<file path="src/rtl/acc_alu_seq.sv">
// acc_alu_seq: sequenced accumulator / register-file ALU.
//
// A WIDTH-bit accumulator A plus an NREG-entry operand register file, driven
// by a three-state sequencer (IDLE -> EXEC -> WB). One command is accepted
// per pass through IDLE, so throughput is one command every three cycles.
//
// Optional feature macro: ACC_ALU_SAT_EN
//   defined   : ADD/ADDI saturate to all-ones on carry-out, SUB clamps to 0
//               on borrow (cf still reports carry/borrow, vf forced to 0).
//   undefined : results wrap modulo 2^WIDTH.
//
// Ports:
//   clk, rst_n          clock (rising edge), asynchronous active-low reset
//   cmd_valid/cmd_ready command handshake
//   cmd_op/reg/data     opcode, register index, immediate operand
//   acc_out             accumulator A
//   rd_sel/rd_data      combinational debug read of R[rd_sel]
//   cf, zf, nf, vf      carry/borrow, zero, negative, signed-overflow flags
//   done                one-cycle pulse when a command retires
//   busy                high in EXEC and WB
//
// Handshake: a command transfers on a rising edge where cmd_valid and
// cmd_ready are both high. cmd_ready is high only in IDLE (and stays low
// until the first edge after reset release); cmd_valid is ignored otherwise.
// The accepted op/reg/data are captured, so the inputs may change freely
// after the transfer edge.
module acc_alu_seq #(
    parameter int WIDTH = 8,
    parameter int NREG  = 4,
    localparam int RW   = $clog2(NREG)
) (
    input  logic             clk,
    input  logic             rst_n,
    input  logic             cmd_valid,
    output logic             cmd_ready,
    input  logic [2:0]       cmd_op,
    input  logic [RW-1:0]    cmd_reg,
    input  logic [WIDTH-1:0] cmd_data,
    output logic [WIDTH-1:0] acc_out,
    input  logic [RW-1:0]    rd_sel,
    output logic [WIDTH-1:0] rd_data,
    output logic             cf,
    output logic             zf,
    output logic             nf,
    output logic             vf,
    output logic             done,
    output logic             busy
);

    localparam logic [2:0] OP_NOP  = 3'b000;
    localparam logic [2:0] OP_LDA  = 3'b001;
    localparam logic [2:0] OP_LDR  = 3'b010;
    localparam logic [2:0] OP_ADD  = 3'b011;
    localparam logic [2:0] OP_SUB  = 3'b100;
    localparam logic [2:0] OP_ADDI = 3'b101;
    localparam logic [2:0] OP_STA  = 3'b110;
    localparam logic [2:0] OP_CLR  = 3'b111;

    typedef enum logic [1:0] {
        S_IDLE = 2'd0,
        S_EXEC = 2'd1,
        S_WB   = 2'd2
    } state_t;

    state_t state, state_next;
    logic   ready_next;
    logic   accept;

    logic [2:0]       op_q;
    logic [RW-1:0]    reg_q;
    logic [WIDTH-1:0] data_q;
    // bit WIDTH carries the cf value (carry for add, borrow for sub)
    logic [WIDTH:0]   res_q;
    logic             ovf_q;
    logic [WIDTH-1:0] regs [NREG];

    logic [WIDTH-1:0] operand;
    logic [WIDTH:0]   sum_add, sum_sub, res_next;
    logic             add_ovf, sub_ovf, ovf_next, borrow;

    assign accept  = cmd_valid && cmd_ready;
    assign rd_data = regs[rd_sel];

    // ---------------- FSM ----------------
    always_ff @(posedge clk or negedge rst_n) begin
        if (!rst_n) begin
            state     <= S_IDLE;
            cmd_ready <= 1'b0;
        end else begin
            state     <= state_next;
            cmd_ready <= ready_next;
        end
    end

    always_comb begin
        state_next = state;
        busy       = 1'b0;
        case (state)
            S_IDLE: if (accept) state_next = S_EXEC;
            S_EXEC: begin
                busy       = 1'b1;
                state_next = S_WB;
            end
            S_WB: begin
                busy       = 1'b1;
                state_next = S_IDLE;
            end
            default: state_next = S_IDLE;
        endcase
        // registered so ready stays low through the reset-release cycle
        ready_next = (state_next == S_IDLE);
    end

    // ---------------- EXEC arithmetic ----------------
    always_comb begin
        operand  = (op_q == OP_ADD || op_q == OP_SUB) ? regs[reg_q] : data_q;
        sum_add  = {1'b0, acc_out} + {1'b0, operand};
        sum_sub  = {1'b0, acc_out} + {1'b0, ~operand} + {{WIDTH{1'b0}}, 1'b1};
        borrow   = ~sum_sub[WIDTH];
        add_ovf  = (acc_out[WIDTH-1] == operand[WIDTH-1]) &&
                   (sum_add[WIDTH-1] != acc_out[WIDTH-1]);
        sub_ovf  = (acc_out[WIDTH-1] != operand[WIDTH-1]) &&
                   (sum_sub[WIDTH-1] != acc_out[WIDTH-1]);
        res_next = {1'b0, data_q};
        ovf_next = 1'b0;
        case (op_q)
            OP_ADD, OP_ADDI: begin
                res_next = sum_add;
                ovf_next = add_ovf;
`ifdef ACC_ALU_SAT_EN
                if (sum_add[WIDTH]) begin
                    res_next = {1'b1, {WIDTH{1'b1}}};
                    ovf_next = 1'b0;
                end
`endif
            end
            OP_SUB: begin
                res_next = {borrow, sum_sub[WIDTH-1:0]};
                ovf_next = sub_ovf;
`ifdef ACC_ALU_SAT_EN
                if (borrow) begin
                    res_next = {1'b1, {WIDTH{1'b0}}};
                    ovf_next = 1'b0;
                end
`endif
            end
            OP_CLR:  res_next = '0;
            default: res_next = {1'b0, data_q};
        endcase
    end

    // ---------------- datapath registers ----------------
    always_ff @(posedge clk or negedge rst_n) begin
        if (!rst_n) begin
            op_q    <= OP_NOP;
            reg_q   <= '0;
            data_q  <= '0;
            res_q   <= '0;
            ovf_q   <= 1'b0;
            acc_out <= '0;
            cf      <= 1'b0;
            zf      <= 1'b1;
            nf      <= 1'b0;
            vf      <= 1'b0;
            done    <= 1'b0;
            for (int i = 0; i < NREG; i++) regs[i] <= '0;
        end else begin
            done <= 1'b0;
            case (state)
                S_IDLE: begin
                    if (accept) begin
                        op_q   <= cmd_op;
                        reg_q  <= cmd_reg;
                        data_q <= cmd_data;
                    end
                end
                S_EXEC: begin
                    res_q <= res_next;
                    ovf_q <= ovf_next;
                end
                S_WB: begin
                    done <= 1'b1;
                    case (op_q)
                        OP_LDA: begin
                            acc_out <= res_q[WIDTH-1:0];
                            zf      <= (res_q[WIDTH-1:0] == '0);
                            nf      <= res_q[WIDTH-1];
                        end
                        OP_ADD, OP_SUB, OP_ADDI: begin
                            acc_out <= res_q[WIDTH-1:0];
                            cf      <= res_q[WIDTH];
                            zf      <= (res_q[WIDTH-1:0] == '0);
                            nf      <= res_q[WIDTH-1];
                            vf      <= ovf_q;
                        end
                        OP_CLR: begin
                            acc_out <= '0;
                            cf      <= 1'b0;
                            zf      <= 1'b1;
                            nf      <= 1'b0;
                            vf      <= 1'b0;
                        end
                        OP_LDR:  regs[reg_q] <= data_q;
                        OP_STA:  regs[reg_q] <= acc_out;
                        default: ;
                    endcase
                end
                default: ;
            endcase
        end
    end

endmodule

</file>
<file path="config.mk">
export PLATFORM = sky130hd
export DESIGN_NAME = acc_alu_seq
export DESIGN_NICKNAME = d
export VERILOG_FILES = /design/src/rtl/acc_alu_seq.sv
export SDC_FILE = /design/constraint.sdc
export NUM_CORES = 1
export LEC_CHECK = 0
export ABC_AREA = 1
export BUFFER_PORTS_ARGS = -buffer_cell sky130_fd_sc_hd__buf_2
export CAP_MARGIN = 20
export CORE_ASPECT_RATIO = 1.2
export CORE_UTILIZATION = 40
export CTS_BUF_LIST = sky130_fd_sc_hd__clkbuf_4 sky130_fd_sc_hd__clkbuf_8
export DETAILED_ROUTE_END_ITERATION = 8
export HOLD_SLACK_MARGIN = 0.08
export PLACE_DENSITY = 0.58
export SLEW_MARGIN = 0
export SYNTH_ARGS = -nofsm -noshare
export SYNTH_HDL_FRONTEND = slang
export SYNTH_SLANG_ARGS = --single-unit
</file>
<file path="constraint.sdc">
create_clock -name clk -period 3.65 [get_ports clk]
set_input_delay 0.5475 -clock clk [delete_from_list [all_inputs] [get_ports clk]]
set_output_delay 0.5475 -clock clk [all_outputs]
set_load 0.005 [all_outputs]
</file>
# ---- Word-level counts from Yosys, hierarchy flattened
# Index checks and enable logic that the tools add are counted.
dict set report classes {
  n_addsub 3
  n_lt_le_gt_ge 3
  n_eq_ne 13
  muxes 23
  bitwise 4
  reduce_logical 19
}
# op n
set op_table {}
lappend op_table {{32-bit bitwise mux} 2}
lappend op_table {{32-bit one-hot mux with 2 select lines} 1}
lappend op_table {{8-bit 2-to-1 mux} 6}
lappend op_table {{8-bit binary-select mux with 2-bit select} 2}
lappend op_table {{9-bit one-hot mux with 3 select lines} 1}
lappend op_table {{8-bit by 8-bit adder with 9-bit output} 2}
lappend op_table {{8-bit demux with 2-bit select} 1}
lappend op_table {{8-bit one-hot mux with 2 select lines} 1}
lappend op_table {{3-bit equality test, second input constant} 4}
lappend op_table {{1-bit one-hot mux with 2 select lines} 5}
lappend op_table {{9-bit by 1-bit adder with 9-bit output, second input constant} 1}
lappend op_table {{8-bit zero test} 1}
lappend op_table {{8-bit NOT} 1}
lappend op_table {{2-bit AND reduction} 4}
lappend op_table {{3-bit by 2-bit equality test with 1-bit output, second input constant} 2}
lappend op_table {{3-bit greater-or-equal comparator, second input constant} 2}
lappend op_table {{2-bit NOT with 3-bit output} 2}
lappend op_table {{2-bit nonzero test} 3}
lappend op_table {{1-bit logical AND} 4}
lappend op_table {{2-bit zero test} 2}
lappend op_table {{2-bit one-hot mux with 2 select lines} 1}
lappend op_table {{2-bit OR reduction} 2}
lappend op_table {{4-bit OR reduction} 1}
lappend op_table {{3-bit by 1-bit equality test with 1-bit output, second input constant} 1}
lappend op_table {{other kinds (10)} 13}
dict set report word_totals {
  reg_bits 71
  inputBits 18
  output_inout_bits 23
  wordCells 82
}

# ---- Longest topological paths before layout
dict set report depth {
  depth_word 11
  mapped_depth 22
  mapped_depth_nobuf 20
}

# ---- Worst setup path after synthesis
# No wires, ideal clock.
dict set report synth_timing {
  path_type {flip-flop to flip-flop}
  startpoint {register op_q[1]}
  endpoint {register ovf_q}
  setup_time_ns 0.117
  arrival_ns 2.449
  required_ns 3.533
  path_slack_ns 1.084
  path_stages_with_launch 23
  path_buffers 2
  period_less_slack_ns 2.566
  cell_sequence {dfrtp_1 > inv_1 > nand2_2 > nor2_4 > inv_1 > nand2_2 > buf_4 > nand2_1 > o21ai_1 > inv_1 > ha_1 > buf_2 > inv_1 > a21oi_1 > nand2_1 > nand2_1 > nand2_1 > nand2_1 > nand2_1 > nand2_1 > nand2_1 > nand2_1 > nand2_1}
}
dict set report synth_via {
  elab_chain_len 9
  elab_cells_between_ends 17
  cone_classes {3 x add/sub; 7 x eq/ne; 2 x mux; 1 x bitwise; 4 x reduce/logical}
}
# item line_no
set synth_lines {}
lappend synth_lines {{start: declaration} 69} ;# logic [2:0] op_q;
lappend synth_lines {{start signal: assignment} 172} ;# op_q <= cmd_op;
lappend synth_lines {{3-bit by 2-bit equality test with 1-bit output or 3-bit equality test (tied branches)} {116, 126}}
lappend synth_lines {{1-bit logical OR} 116} ;# operand = (op_q == OP_ADD || op_q == OP_SUB) ? regs[reg_q] : data_q;
lappend synth_lines {{8-bit 2-to-1 mux} 116}
lappend synth_lines {{8-bit NOT} 118} ;# sum_sub = {1'b0, acc_out} + {1'b0, ~operand} + {{WIDTH{1'b0}}, 1'b1};
lappend synth_lines {{8-bit by 8-bit adder with 9-bit output} 118}
lappend synth_lines {{9-bit by 1-bit adder with 9-bit output} 118}
lappend synth_lines {{1-bit inequality test} 123} ;# (sum_sub[WIDTH-1] != acc_out[WIDTH-1]);
lappend synth_lines {{1-bit logical AND} 122} ;# sub_ovf = (acc_out[WIDTH-1] != operand[WIDTH-1]) &&
lappend synth_lines {{1-bit one-hot mux with 2 select lines *} 126} ;# case (op_q)
lappend synth_lines {{end signal: assignment} 179} ;# ovf_q <= ovf_next;
lappend synth_lines {{end: declaration} 74} ;# logic ovf_q;
# Mark *: on every way between the ends. The rest lies on a longest branch, timed or not.
# A chain may end at the register's enable or synchronous reset.

# ---- Final worst setup path
# Same ends and word-level chain as after synthesis.

==> out/results.txt <==
Number of synthesized flops with an enable pin: 0
Area share of the largest cell type after synthesis: 0.405
CP cell instances: inv_1, nand2_2, nor2_4, inv_1, nand2_2, nand2_1, o21ai_1, inv_1, ha_1, inv_1, a21oi_1, nand2_1, nand2_1, nand2_1, nand2_1, nand2_1, nand2_1, nand2_1, nand2_1, nand2_1
DPL Wire Length: 8.73 mm
Max Clk Rate: 317 MHz
Main flop type after synthesis: dfrtp_1
Initial Utilization: 0.418
Hold Vio Cnt, Final: 0
Fin util: 0.466
Ys async rst share: 1.00
Crit end category: flip-flop
Vias: 3,803
Post-synth top cells: nand2_1, inv_1, dfrtp_1, o21ai_0, nor2_1
Max H-tree Level: 3
Die H: 115 µm
Num CTS Buffers: 9
Reg2reg end: ovf_q$_DFFE_PN0P_
CP max stage delay: 0.45 ns
CTS Buffer Depth: 2
Fraction of layout cells with a size suffix above 1: 0.150
Critical path's most frequent cell: nand2_1
Vias in the first global route: 3,692
Overflow after GRT: 0
Critical Path AT: 3.39 ns
Worst EP required: 3.88 ns
Cell area after synthesis: 4260 µm²
Slew HR: 0.392
Critical Path Source Type: flip-flop
Synth warn: 0
Antenna fix cells: 0
Crit-path slowest cell: dfrtp_1
Critical path's top delay family: simple AND/OR/NAND/NOR gates
Reg clk slew, reported paths: 0.09 ns
RSZ-0062 raised after global routing: no
Total negative setup slack: 0 ns
Worst Hold Class: input pin to async pin
Status: completed
Die ar.: 11,100 µm²
Slew Viols, Final: 0
Crit Path Category: flip-flop to flip-flop
Wire length per cell: 16.2 µm
Root buffer cell: clkbuf_8
Register area share after synthesis: 0.411
Pwr dens: 954 nW/µm²
Leak: 2.44 nW
Worst R2R Setup Slack: 0.49 ns
Initial antenna violation count: 0
Post-CTS setup buffer count: 0
CTS tree: built
Port Buf Inserts: 40
Synth Net Count: 590
R2r startpoint: op_q[1]$_DFFE_PN0P_
GRT Total Usage: 0.224
Final period util: 0.865
Clk_skew: 0.0162 ns
Hold_buf cts: 0
Post-route DRC: 0
Number of distinct library cells after synthesis: 30
Worst Tran Pin Value: 0.911 ns
Max VDD drop: 0.358 mV
WP buf/inv: 4
Nets: 628
Syn avg cell area: 7.75 µm²
#FFs+latches synth: 70
Area Growth Syn to Fin: 11.7%
Vias per cell: 5.30
Crit path max fanout: 16
Post-cts repair resize count: 0
Core Area: 10,200 µm²
Synth area leaders: dfrtp_1, nand2_1, o21ai_0
DRT Wirelength: 11.6 mm
DRT iter0 DRCs: 210
Placer Congestion: 0.944
Final setup viols: 0
Max-cap check violation count: 0
Worst skew pair latency: 0.35 ns
Largest net degree at the start of global routing: 71
Synthesized instance count: 550
Top-Level Pins: 41
WP depth: 20
Remaining antenna violation count: 0
Chip Width: 96.3 µm
Sink Count: 70
Row count: 40
First drt pass iteration count: 5
Reg2reg path depth: 20
Minimum clock period: 3.16 ns
Cell accounting for the most synthesized area: dfrtp_1
Most numerous cell in the Yosys netlist: nand2_1
First-pass GRT wire length: 18.6 mm
-- worst reg2reg max path, stage by stage (launching register included) --
cell and delay [ns]:
dfrtp_1 0.45, inv_1 0.11, nand2_2 0.12, nor2_4 0.27, inv_1 0.11, nand2_2 0.27, nand2_1 0.09, o21ai_1 0.12
inv_1 0.07, ha_1 0.43, inv_1 0.15, a21oi_1 0.20, nand2_1 0.13, nand2_1 0.12, nand2_1 0.08, nand2_1 0.07
nand2_1 0.05, nand2_1 0.05, nand2_1 0.05, nand2_1 0.05, nand2_1 0.05
-- final cells by class --
| class | instances | area (µm²) |
|---|---|---|
| clock buffer | 10 | 138 |
| clock inverter | 5 | 58.8 |
| fill | 1063 | 5450 |
| inverter | 84 | 315 |
| multi-input combinational | 380 | 2120 |
| sequential | 70 | 1750 |
| tap | 126 | 158 |
| timing repair buffer | 43 | 223 |
-- flip-flops by register name (all words and copies together) (netlist names) --
| signal | flops |
|---|---|
| acc_out | 8 |
| cf | 1 |
| cmd_ready | 1 |
| data_q | 8 |
| done | 1 |
| op_q | 3 |
| ovf_q | 1 |
| reg_q | 2 |
| regs | 32 |
| res_q | 9 |
| state | 2 |
| vf | 1 |
| zf | 1 |
-- layer usage --
metal  track usage  up-vias  wire length, µm
met1         0.299     1786             5230
met2         0.364      105             5620
met5             0        -                0
li1              -     1891                -
met3        0.0357       21              504
met4        0.0826        0              267
-- placed cells by master, fill, tap and decap left out, drive strengths merged --
master      n
nand2     115
mux2       18
clkbuf     10
o22ai      12
o21ai      69
inv        85
fa          2
clkinv      1
nor4        2
clkinvlp    2
o221ai      7
nand3      38
buf        43
nor2       53
o2111ai     1
dfstp       1
and2        1
nor3        1
a21oi      23
ha         20
nand4       9
bufinv      1
nand3b      2
dfrtp      69
a22oi       7
-- metrics by stage --
step / setup WS (ns) / instance area [µm²] / hold slack (ns) / power (mW) / std cells
final: 0.494 / 4760 / 0.397 / 4.55 / 718
after global routing: 0.201 / 4760 / 0.415 / 4.95 / 718
after CTS: 0.503 / 4760 / 0.424 / 4.54 / 718
after detailed placement: 0.555 / 4570 / 0.493 / 3.88 / 703
after global placement: 0.558 / 4570 / 0.495 / 3.86 / 703
after floorplan: 1.08 / 4260 / 0.252 / 3.15 / 550
-- cells by family (layout without fill, tap and decap cells) --
logic type                 Yosys count  count (layout)  synth area share
adders and majority gates           22              22            0.0681
muxes                               18              18            0.0475
DFF                                 70              70             0.411
and+or+nand+nor                    221             221             0.224
buffers and inverters              100             142            0.0924
AOI/OAI and AO/OA                  119             119             0.157
-- report_power, final --
part | switching (mW) | internal (mW) | total [mW]
logic | 1.65 | 0.859 | 2.51
clock network | 0.322 | 0.332 | 0.654
registers | 0.270 | 1.11 | 1.38
-- worst max path at each step --
stage / end / start / slack, ns
2_1_floorplan: ovf_q$_DFFE_PN0P_ / op_q[1]$_DFFE_PN0P_ / 1.08
3_3_place_gp: res_q[4]$_DFFE_PN0P_ / op_q[1]$_DFFE_PN0P_ / 0.56
3_5_place_dp: ovf_q$_DFFE_PN0P_ / op_q[1]$_DFFE_PN0P_ / 0.56
4_1_cts: res_q[4]$_DFFE_PN0P_ / op_q[1]$_DFFE_PN0P_ / 0.50
5_1_grt: res_q[4]$_DFFE_PN0P_ / op_q[1]$_DFFE_PN0P_ / 0.20
6_report: ovf_q$_DFFE_PN0P_ / op_q[1]$_DFFE_PN0P_ / 0.49
Note: power is estimated with default switching activity, not from simulation.
